--- config.mk ---
export PLATFORM = sky130hd
export DESIGN_NAME = sysid_read_timer
export DESIGN_NICKNAME = d
export VERILOG_FILES = /design/src/rtl/sysid_pkg.sv /design/src/rtl/sysid_read_timer.sv
export SDC_FILE = /design/constraint.sdc
export NUM_CORES = 1
export LEC_CHECK = 0
export ABC_AREA = 1
export CAP_MARGIN = 20
export CORE_AREA = 8 8 45 47
export CTS_CLUSTER_DIAMETER = 150
export DETAILED_ROUTE_END_ITERATION = 8
export DIE_AREA = 0 0 53 55
export PLACE_DENSITY_LB_ADDON = 0.12
export SETUP_SLACK_MARGIN = 0.4
export SYNTH_ARGS = -nofsm -noshare
export SYNTH_HDL_FRONTEND = slang
export SYNTH_SLANG_ARGS = --single-unit
--- constraint.sdc ---
create_clock -name clock -period 2.7 [get_ports clock]
set_clock_uncertainty 0.1 [all_clocks]
set_input_delay 0.81 -clock clock [delete_from_list [all_inputs] [get_ports clock]]
set_output_delay 0.81 -clock clock [all_outputs]
set_load 0.005 [all_outputs]
--- src/rtl/sysid_pkg.sv ---
// sysid_pkg: shared FSM states, default expected words and counter sizing for the sysid checker.
package sysid_pkg;
  typedef enum logic [2:0] {IDLE, RD_ID, LAT_ID, RD_TS, LAT_TS, CHECK, DONE} state_t;
  localparam logic [31:0] DEFAULT_ID = 32'd0;
  localparam logic [31:0] DEFAULT_TIMESTAMP = 32'd1463423999;
  function automatic int stall_width(input int n);
    int w;
    w = $clog2(n + 1);
    return w < 8 ? 8 : w;
  endfunction
endpackage

--- src/rtl/sysid_read_timer.sv ---
// sysid_read_timer: per-read stall and read-latency counters.
//   clock, reset_n : clock, async active-low reset
//   stall          : read pending and slave asserting waitrequest
//   wait_lat       : FSM is waiting out read latency
//   stall_hit      : this stalled cycle is the TIMEOUT_CYCLES-th one
//   lat_last       : this latency cycle is the one carrying valid readdata
module sysid_read_timer
  import sysid_pkg::*;
#(
  parameter int READ_LATENCY = 0,
  parameter int TIMEOUT_CYCLES = 255
) (
  input  logic clock,
  input  logic reset_n,
  input  logic stall,
  input  logic wait_lat,
  output logic stall_hit,
  output logic lat_last
);
  localparam int CW = stall_width(TIMEOUT_CYCLES);
  logic [CW-1:0] stall_cnt;
  logic [1:0] lat_cnt;
  // A read ends on its first non-stalled cycle, so clearing whenever not stalled also clears on entry.
  always_ff @(posedge clock or negedge reset_n)
    if (!reset_n) begin
      stall_cnt <= '0;
      lat_cnt <= '0;
    end else begin
      stall_cnt <= stall ? stall_cnt + CW'(1) : '0;
      lat_cnt <= wait_lat ? lat_cnt + 2'd1 : '0;
    end
  assign stall_hit = stall && stall_cnt == CW'(TIMEOUT_CYCLES - 1);
  assign lat_last = wait_lat && lat_cnt == 2'(READ_LATENCY - 1);
endmodule

==> results.json, run 1 <==
{
  "status": "complete, no violations",
  "relSlewSlack": 0.695,
  "slew_viol_final": 0,
  "hp-start": "lat_cnt[0]",
  "num_vias": 383,
  "syn_avg_cell_area_um2": 8.60,
  "gp_congestion": 0.665,
  "hp-class": "reg2reg",
  "min_period_ps": 2240,
  "min_path_cells": 1,
  "ios": 6,
  "syn_area_um2": 482,
  "grt-ovfl-total": 0,
  "start_kind": "input pin",
  "yosys.area.top_type": "dfrtp_1",
  "tightestPinTransition_ps": 456,
  "final_common_cell": "nand2_1",
  "cp.required_ps": 1790,
  "synth_nets": 63,
  "path_cells": "dlygate4sd2_1 -> nand2_1 -> inv_1 -> clkdlybuf4s15_2",
  "cts_buffers": 3,
  "cp.depth": 4,
  "remaining_drc_errors": 0,
  "first_pass_iters": 3,
  "die_area_mm2": 0.00292,
  "drt-total-wl_um": 941,
  "final_cell_mix": "nand2_1, dfrtp_1, nor2_1",
  "pre_cts_ws_ps": -258,
  "rsz0062_at_grt": "false",
  "clock_path_buffers": 2,
  "fp.dieH_um": 55,
  "die_w_um": 53,
  "nNetsFinal": 76,
  "path_delay_family": "buffers and inverters",
  "fin_crit_sh": 0.829,
  "r2r_start": "stall_cnt[0]",
  "grt_pass1_vias": 391,
  "worst_slack_ps": 462,
  "start_util": 0.348,
  "antenna_found_initial": 0,
  "yosys_warnings": 0,
  "vias_per_cell": 4.56,
  "path_class": "in2out",
  "ir_drop_mv": 0.334,
  "grt_usage": 0.0854,
  "post-route-util": 0.438,
  "core-area_mm2": 0.00138,
  "path_clk_slew_ps": 60,
  "drive_gt1_frac": 0.206,
  "cp.arrival_ps": 1330,
  "cts_tree": "done",
  "ant_nets": 0,
  "cts_num_sinks": 10,
  "cp_max_fo": 2,
  "dp_hpwl_um": 699,
  "grt_pass1_wl_um": 1700,
  "power_frac_comb": 0.079,
  "drv_cap": 0,
  "clkPwrFrac": 0.424,
  "portBuffers": 5,
  "ys_seq_area_frac": 0.519,
  "timing.fmax_ghz": 0.447,
  "hold_violations": 0,
  "route.detailed.wl_per_inst_um": 11.2,
  "layout-area-overhead-vs-synth_pct": 25.7,
  "fillers": 143,
  "grt_max_degree": 11,
  "setup_tns_ps": 0,
  "crit_slowest_cell": "dlygate4sd2_1",
  "internal_power_uw": 250,
  "postCtsHoldBufs": 0,
  "synthCells": 56,
  "p_sw_frac": 0.228,
  "rr_worst_depth": 6,
  "max_stage_delay_ps": 240,
  "end_kind": "output pin",
  "ys_seq_elements": 10,
  "drt-initial-drc-count": 4,
  "clk_latency_ps": 270,
  "p_per_area_mw_per_mm2": 534,
  "rows": 14,
  "setup_viol": 0,
  "htreeDepth": 1,
  "diodes": 0,
  "p_seq_frac": 0.497,
  "synth_area_leaders": "dfrtp_1, nand2_1, ha_1",
  "clockRootBuffer": "clkbuf_4",
  "cp-startpoint": "wait_lat",
  "leakage_uw": 0.000300,
  "critPathBufInv": 3,
  "power_switching_uw": 73.8,
  "yosysUniqueCellTypes": 14,
  "synth_top_area_share": 0.519
}
[synthesized netlist by cell type (all sizes together)]
library cell / number
o211ai: 1
inv: 7
nand2: 12
nand3: 3
nor3: 1
nor2: 11
dfrtp: 10
o21ai: 2
o21bai: 1
ha: 3
nand4: 1
a21oi: 4
[worst register-to-register path: cells and delay by family, from the launching register on]
kind / cells / cell delay, ps
flip-flops: 1 / 380
buffers and inverters: 2 / 190
adder cells (fa/ha/maj): 1 / 240
AO/OA/AOI/OAI: 2 / 140
AND/OR/NAND/NOR: 1 / 110
[power by group through the flow]
stage	clock (uW)	combinational, uW	sequential, uW
global route	147	30.0	162
CTS	141	24.2	161
finish	137	25.4	161
detailed placement	0	25.2	164
floorplan	0	10.9	163
global placement	0	25.4	164
[per-layer routing]
layer  vias up  part of all wire  GRT usage
li1        203                 -          -
met1       168              0.44     0.0854
met2         7              0.45      0.125
met3         5             0.070     0.0401
met4         0             0.043     0.0905
met5         -                 0          0
[cell families (layout without fill, tap and decap cells)]
logic type      Yosys count  count (layout)  synth area share
flops                    10              10             0.519
fa+ha+maj                 3               3            0.0779
simple gates             28              28             0.255
buf+inv                   7              19            0.0546
compound gates            8               8            0.0935
[registers in the layout, summed over array words and instances, names as in the netlist]
name and flops:
lat_cnt 2, stall_cnt 8
[what timing repair did]
action,4_1_cts,5_1_grt
resized for setup,9,3
buffers inserted,0,1
pin swaps,1,1
hold endpoints to repair,0,0
endpoints found under the setup margin,2,1
[final timing paths]
path                           endpoint  slack [ps]
min                          lat_cnt[0]         330
max in group asynchronous    lat_cnt[0]        1430
max                            lat_last         460
min reg2reg                  lat_cnt[0]         330
max reg2reg                stall_cnt[4]        1420
min in group asynchronous  stall_cnt[5]         750
[area by class of cell]
class,instances,area [um2],share of cell area
Clock buffer,4,36.3,0.0599
Timing Repair Buffer,8,62.6,0.103
Inverter,7,26.3,0.0434
Sequential cell,10,250,0.413
Tap cell,16,20.0,0.0331
Multi-Input combinational cell,39,210,0.347
[metrics by stage]
| stage | cell area [um2] | std cells | hold WS (ps) | power [uW] |
|---|---|---|---|---|
| final | 606 | 84 | 333 | 323 |
| after global routing | 606 | 84 | 347 | 339 |
| after CTS | 597 | 83 | 333 | 327 |
| after detailed placement | 567 | 79 | 324 | 190 |
| after global placement | 567 | 79 | 322 | 190 |
| after floorplan | 482 | 56 | 306 | 174 |
No activity file was read; power rests on OpenSTA's default activity.
==> run 2, diff against run 1 <==
clock period = 2 ns   (was 2.7 ns; I/O delays follow)
==> results.json, run 2 (synthesis results as in run 1) <==
{
  "setup_viol": 0,
  "grt.busiest_layer": "met2",
  "cts_buffers": 3,
  "internal_power_uw": 346,
  "hp-start": "lat_cnt[0]",
  "rr_worst_depth": 6,
  "cp_max_fo": 2,
  "power_frac_comb": 0.110,
  "die_w_um": 53,
  "gp_congestion": 0.717,
  "cp.arrival_ps": 1220,
  "end_kind": "output pin",
  "grt_max_degree": 11,
  "die_area_mm2": 0.00292,
  "start_kind": "register",
  "placed_area_um2": 597,
  "drt-initial-drc-count": 14,
  "holdPathEnd": "lat_cnt[0]",
  "ios": 6,
  "status": "complete, no violations",
  "reg.largest.list": "stall_cnt: 8 flops, lat_cnt: 2 flops",
  "path_class": "reg2out",
  "drt-total-wl_um": 953,
  "slew_viol_final": 0,
  "clock_path_buffers": 2,
  "clockRootBuffer": "clkbuf_4",
  "seq_area_um2": 250,
  "cts_num_sinks": 10,
  "antenna_found_initial": 0,
  "fin_crit_sh": 0.960,
  "grt_pass1_vias": 427,
  "tightestPinTransition_ps": 477,
  "route.detailed.wl_per_inst_um": 10.8,
  "dp.cells": 83,
  "regToRegEndpoint": "stall_cnt[4]",
  "met1_usage": 0.0930,
  "leakage_uw": 0.000320,
  "postCtsHoldBufs": 0,
  "final_common_cell": "nand2_1",
  "vias_per_cell": 4.61,
  "start_util": 0.348,
  "ir_drop_mv": 0.304,
  "cp.required_ps": 1300,
  "drive_gt1_frac": 0.264,
  "hold_violations": 0,
  "grt_pass1_wl_um": 1850,
  "fp.dieH_um": 55,
  "largest_reg_flops": 8,
  "cts_tree": "done",
  "post-route-util": 0.466,
  "regMostFlops": "stall_cnt",
  "rrSetupSlack_ps": 700,
  "num_vias": 406,
  "min_period_ps": 1920,
  "first_pass_iters": 4,
  "timing.fmax_ghz": 0.521,
  "finalInstanceArea_um2": 644,
  "path_clk_slew_ps": 70,
  "power_switching_uw": 99.4,
  "multiInputGateArea_um2": 220,
  "layout-area-overhead-vs-synth_pct": 33.8,
  "ant_nets": 0,
  "rows": 14,
  "fillers": 135,
  "met3_usage": 0.0455,
  "dp_hpwl_um": 712,
  "p_sw_frac": 0.223,
  "diodes": 0,
  "grt-ovfl-total": 0,
  "min_path_cells": 2,
  "rsz0062_at_grt": "true",
  "final_cell_mix": "nand2_1, dfrtp_1, nor2_1",
  "p_seq_frac": 0.484,
  "htreeDepth": 1,
  "fin_cells": 88,
  "relSlewSlack": 0.681,
  "clk_latency_ps": 260,
  "grt_usage": 0.0908,
  "core-area_mm2": 0.00138,
  "drv_cap": 0,
  "r2r_start": "stall_cnt[1]",
  "hp-class": "reg2reg",
  "p_per_area_mw_per_mm2": 692,
  "clkPwrFrac": 0.406,
  "nNetsFinal": 80,
  "groute.layer.met2.usage": 0.137,
  "remaining_drc_errors": 0,
  "portBuffers": 5
}
run 2: worst max-delay path: stages (launching register included):
cell	delay [ps]
dfrtp_1	390
inv_2	80
ha_4	120
nand4_1	90
nor3_1	140
buf_2	140
run 2: worst max path at each step:
stage                     cells after the start         start   endpoint
final                                         5  stall_cnt[0]  stall_hit
after global routing                          5  stall_cnt[0]  stall_hit
after CTS                                     5  stall_cnt[0]  stall_hit
after detailed placement                      4         stall  stall_hit
after global placement                        4         stall  stall_hit
after floorplan                               4  stall_cnt[0]  stall_hit
run 2: power by group through the flow:
stage / Sequential (uW) / Clock (uW) / Combinational [uW]
global placement: 218 / 0 / 46.8
CTS: 216 / 191 / 48.1
detailed placement: 218 / 0 / 46.9
global route: 217 / 201 / 58.7
floorplan: 221 / 0 / 14.7
finish: 216 / 181 / 49.1
run 2: layer usage:
metal  vias to the layer above  wire length [um]  share of wire
met1                       190               431           0.45
met2                         4               450           0.47
met5                         -                 0              0
li1                        210                 -              -
met3                         2                51          0.054
met4                         0                19          0.020
run 2: layout make-up:
cell class              count  share of cell area
clock buffers               4              0.0563
well taps                  16              0.0311
multi-input cells          39               0.342
repair buffers             12               0.142
inverters                   7              0.0408
flip-flops and latches     10               0.388
run 2: repair_timing:
item / in CTS / in global routing
resized for setup: 15 / 0
buffers inserted: 0 / 1
endpoints found under the setup margin: 2 / 2
pin swaps: 5 / 1
run 2: through the flow:
step                      setup slack (ps)  power [uW]  setup TNS [ps]  hold slack [ps]
after floorplan                        444         235               0              204
after CTS                             40.6         455               0              332
after global placement                -515         265            -871              319
after detailed placement              -540         265            -907              321
after global routing                 -13.9         477           -13.9              427
final                                 79.8         446               0              412
==> run 3, diff against run 2 <==
PLACE_DENSITY_LB_ADDON = default   (was 0.12)
==> results.json, run 3 (synthesis results as in run 1) <==
{
  "route.detailed.wl_per_inst_um": 10.2,
  "portBuffers": 5,
  "grt_pass1_vias": 382,
  "remaining_drc_errors": 0,
  "rsz0062_at_grt": "true",
  "grt_max_degree": 11,
  "fin_crit_sh": 0.941,
  "reg.largest.list": "stall_cnt: 8 flops, lat_cnt: 2 flops",
  "start_util": 0.348,
  "clk_latency_ps": 270,
  "die_w_um": 53,
  "cts_num_sinks": 10,
  "multiInputGateArea_um2": 225,
  "core-area_mm2": 0.00138,
  "rows": 14,
  "grt_pass1_wl_um": 1570,
  "regMostFlops": "stall_cnt",
  "ir_drop_mv": 0.271,
  "hp-class": "reg2reg",
  "grt-ovfl-total": 0,
  "fin_cells": 87,
  "max_stage_delay_ps": 380,
  "path_class": "reg2out",
  "min_period_ps": 1880,
  "cts_buffers": 3,
  "crit_slowest_cell": "dfrtp_1",
  "die_area_mm2": 0.00292,
  "end_kind": "output pin",
  "dp_hpwl_um": 696,
  "path_clk_slew_ps": 70,
  "power_uw": 445,
  "layout-area-overhead-vs-synth_pct": 33.2,
  "p_per_area_mw_per_mm2": 694,
  "antenna_found_initial": 0,
  "nNetsFinal": 79,
  "cp.required_ps": 1300,
  "grt_usage": 0.0792,
  "ios": 6,
  "tightestPinTransition_ps": 453,
  "clock_path_buffers": 2,
  "largest_reg_flops": 8,
  "setup_tns_ps": 0,
  "seq_area_um2": 250,
  "hp-start": "lat_cnt[0]",
  "final_common_cell": "nand2_1",
  "cts_tree": "done",
  "first_pass_iters": 3,
  "hold_violations": 0,
  "status": "complete, no violations",
  "slew_viol_final": 0,
  "htreeDepth": 1,
  "final_cell_mix": "nand2_1, dfrtp_1, nor2_1",
  "vias_per_cell": 4.56,
  "leakage_uw": 0.000315,
  "relSlewSlack": 0.697,
  "postCtsHoldBufs": 0,
  "postCtsSetupRepairBufs": 0,
  "dp.cells": 83,
  "cp.arrival_ps": 1180,
  "drt-initial-drc-count": 1,
  "diodes": 0,
  "timing.fmax_ghz": 0.532,
  "post-route-util": 0.464,
  "ant_nets": 0,
  "hold_ws_ps": 339,
  "start_kind": "register",
  "gp_congestion": 0.725,
  "path_cells": "inv_2 -> ha_4 -> nand4_1 -> nor3_2 -> buf_2",
  "cp-startpoint": "stall_cnt[0]",
  "fillers": 133,
  "cp_max_fo": 2,
  "drt-total-wl_um": 888,
  "num_vias": 397,
  "clockRootBuffer": "clkbuf_4",
  "setup_viol": 0,
  "r2r_start": "stall_cnt[1]",
  "drv_cap": 0,
  "drive_gt1_frac": 0.268,
  "fp.dieH_um": 55
}
## run 3: final timing paths
kind	slack, ps	to	cells past startpoint
worst max-delay path	120	stall_hit	5
min in group asynchronous	540	stall_cnt[4]	1
max in group asynchronous	940	stall_cnt[7]	1
worst min-delay path	340	lat_cnt[0]	1
worst min register to register	340	lat_cnt[0]	1
worst max register to register	710	stall_cnt[4]	6
## run 3: timing repair
action | in CTS | in global routing
setup endpoints to repair | 2 | 2
pin swaps | 3 | 3
hold endpoints to repair | 0 | 0
resized for setup | 12 | 4
## run 3: routing by layer
metal | GRT usage | part of all wire
met2 | 0.121 | 0.47
met3 | 0.0294 | 0.046
met1 | 0.0728 | 0.43
met5 | 0 | 0
met4 | 0.103 | 0.054
## run 3: layout make-up
class | count | area share
Tap cell | 16 | 0.0312
Multi-Input combinational cell | 39 | 0.351
Sequential cell | 10 | 0.390
Timing Repair Buffer | 11 | 0.131
Clock buffer | 4 | 0.0565
Inverter | 7 | 0.0409
## run 3: critical path, delay by kind of cell (launching register included)
kind,cells,cell delay [ps]
fa+ha+maj,1,120
flops,1,380
simple gates,2,210
buf+inv,2,200
## run 3: stage by stage
step                      instance area, um2  setup slack (ps)
after global placement                   597              -524
after floorplan                          482               444
after global routing                     642              12.1
final                                    642               119
after detailed placement                 597              -562
after CTS                                624             -7.14
## run 3: report_power, final
part           switching (uW)  internal, uW
logic                    22.6          23.4
clock network            72.9           111
registers                5.32           210
total                     101           344
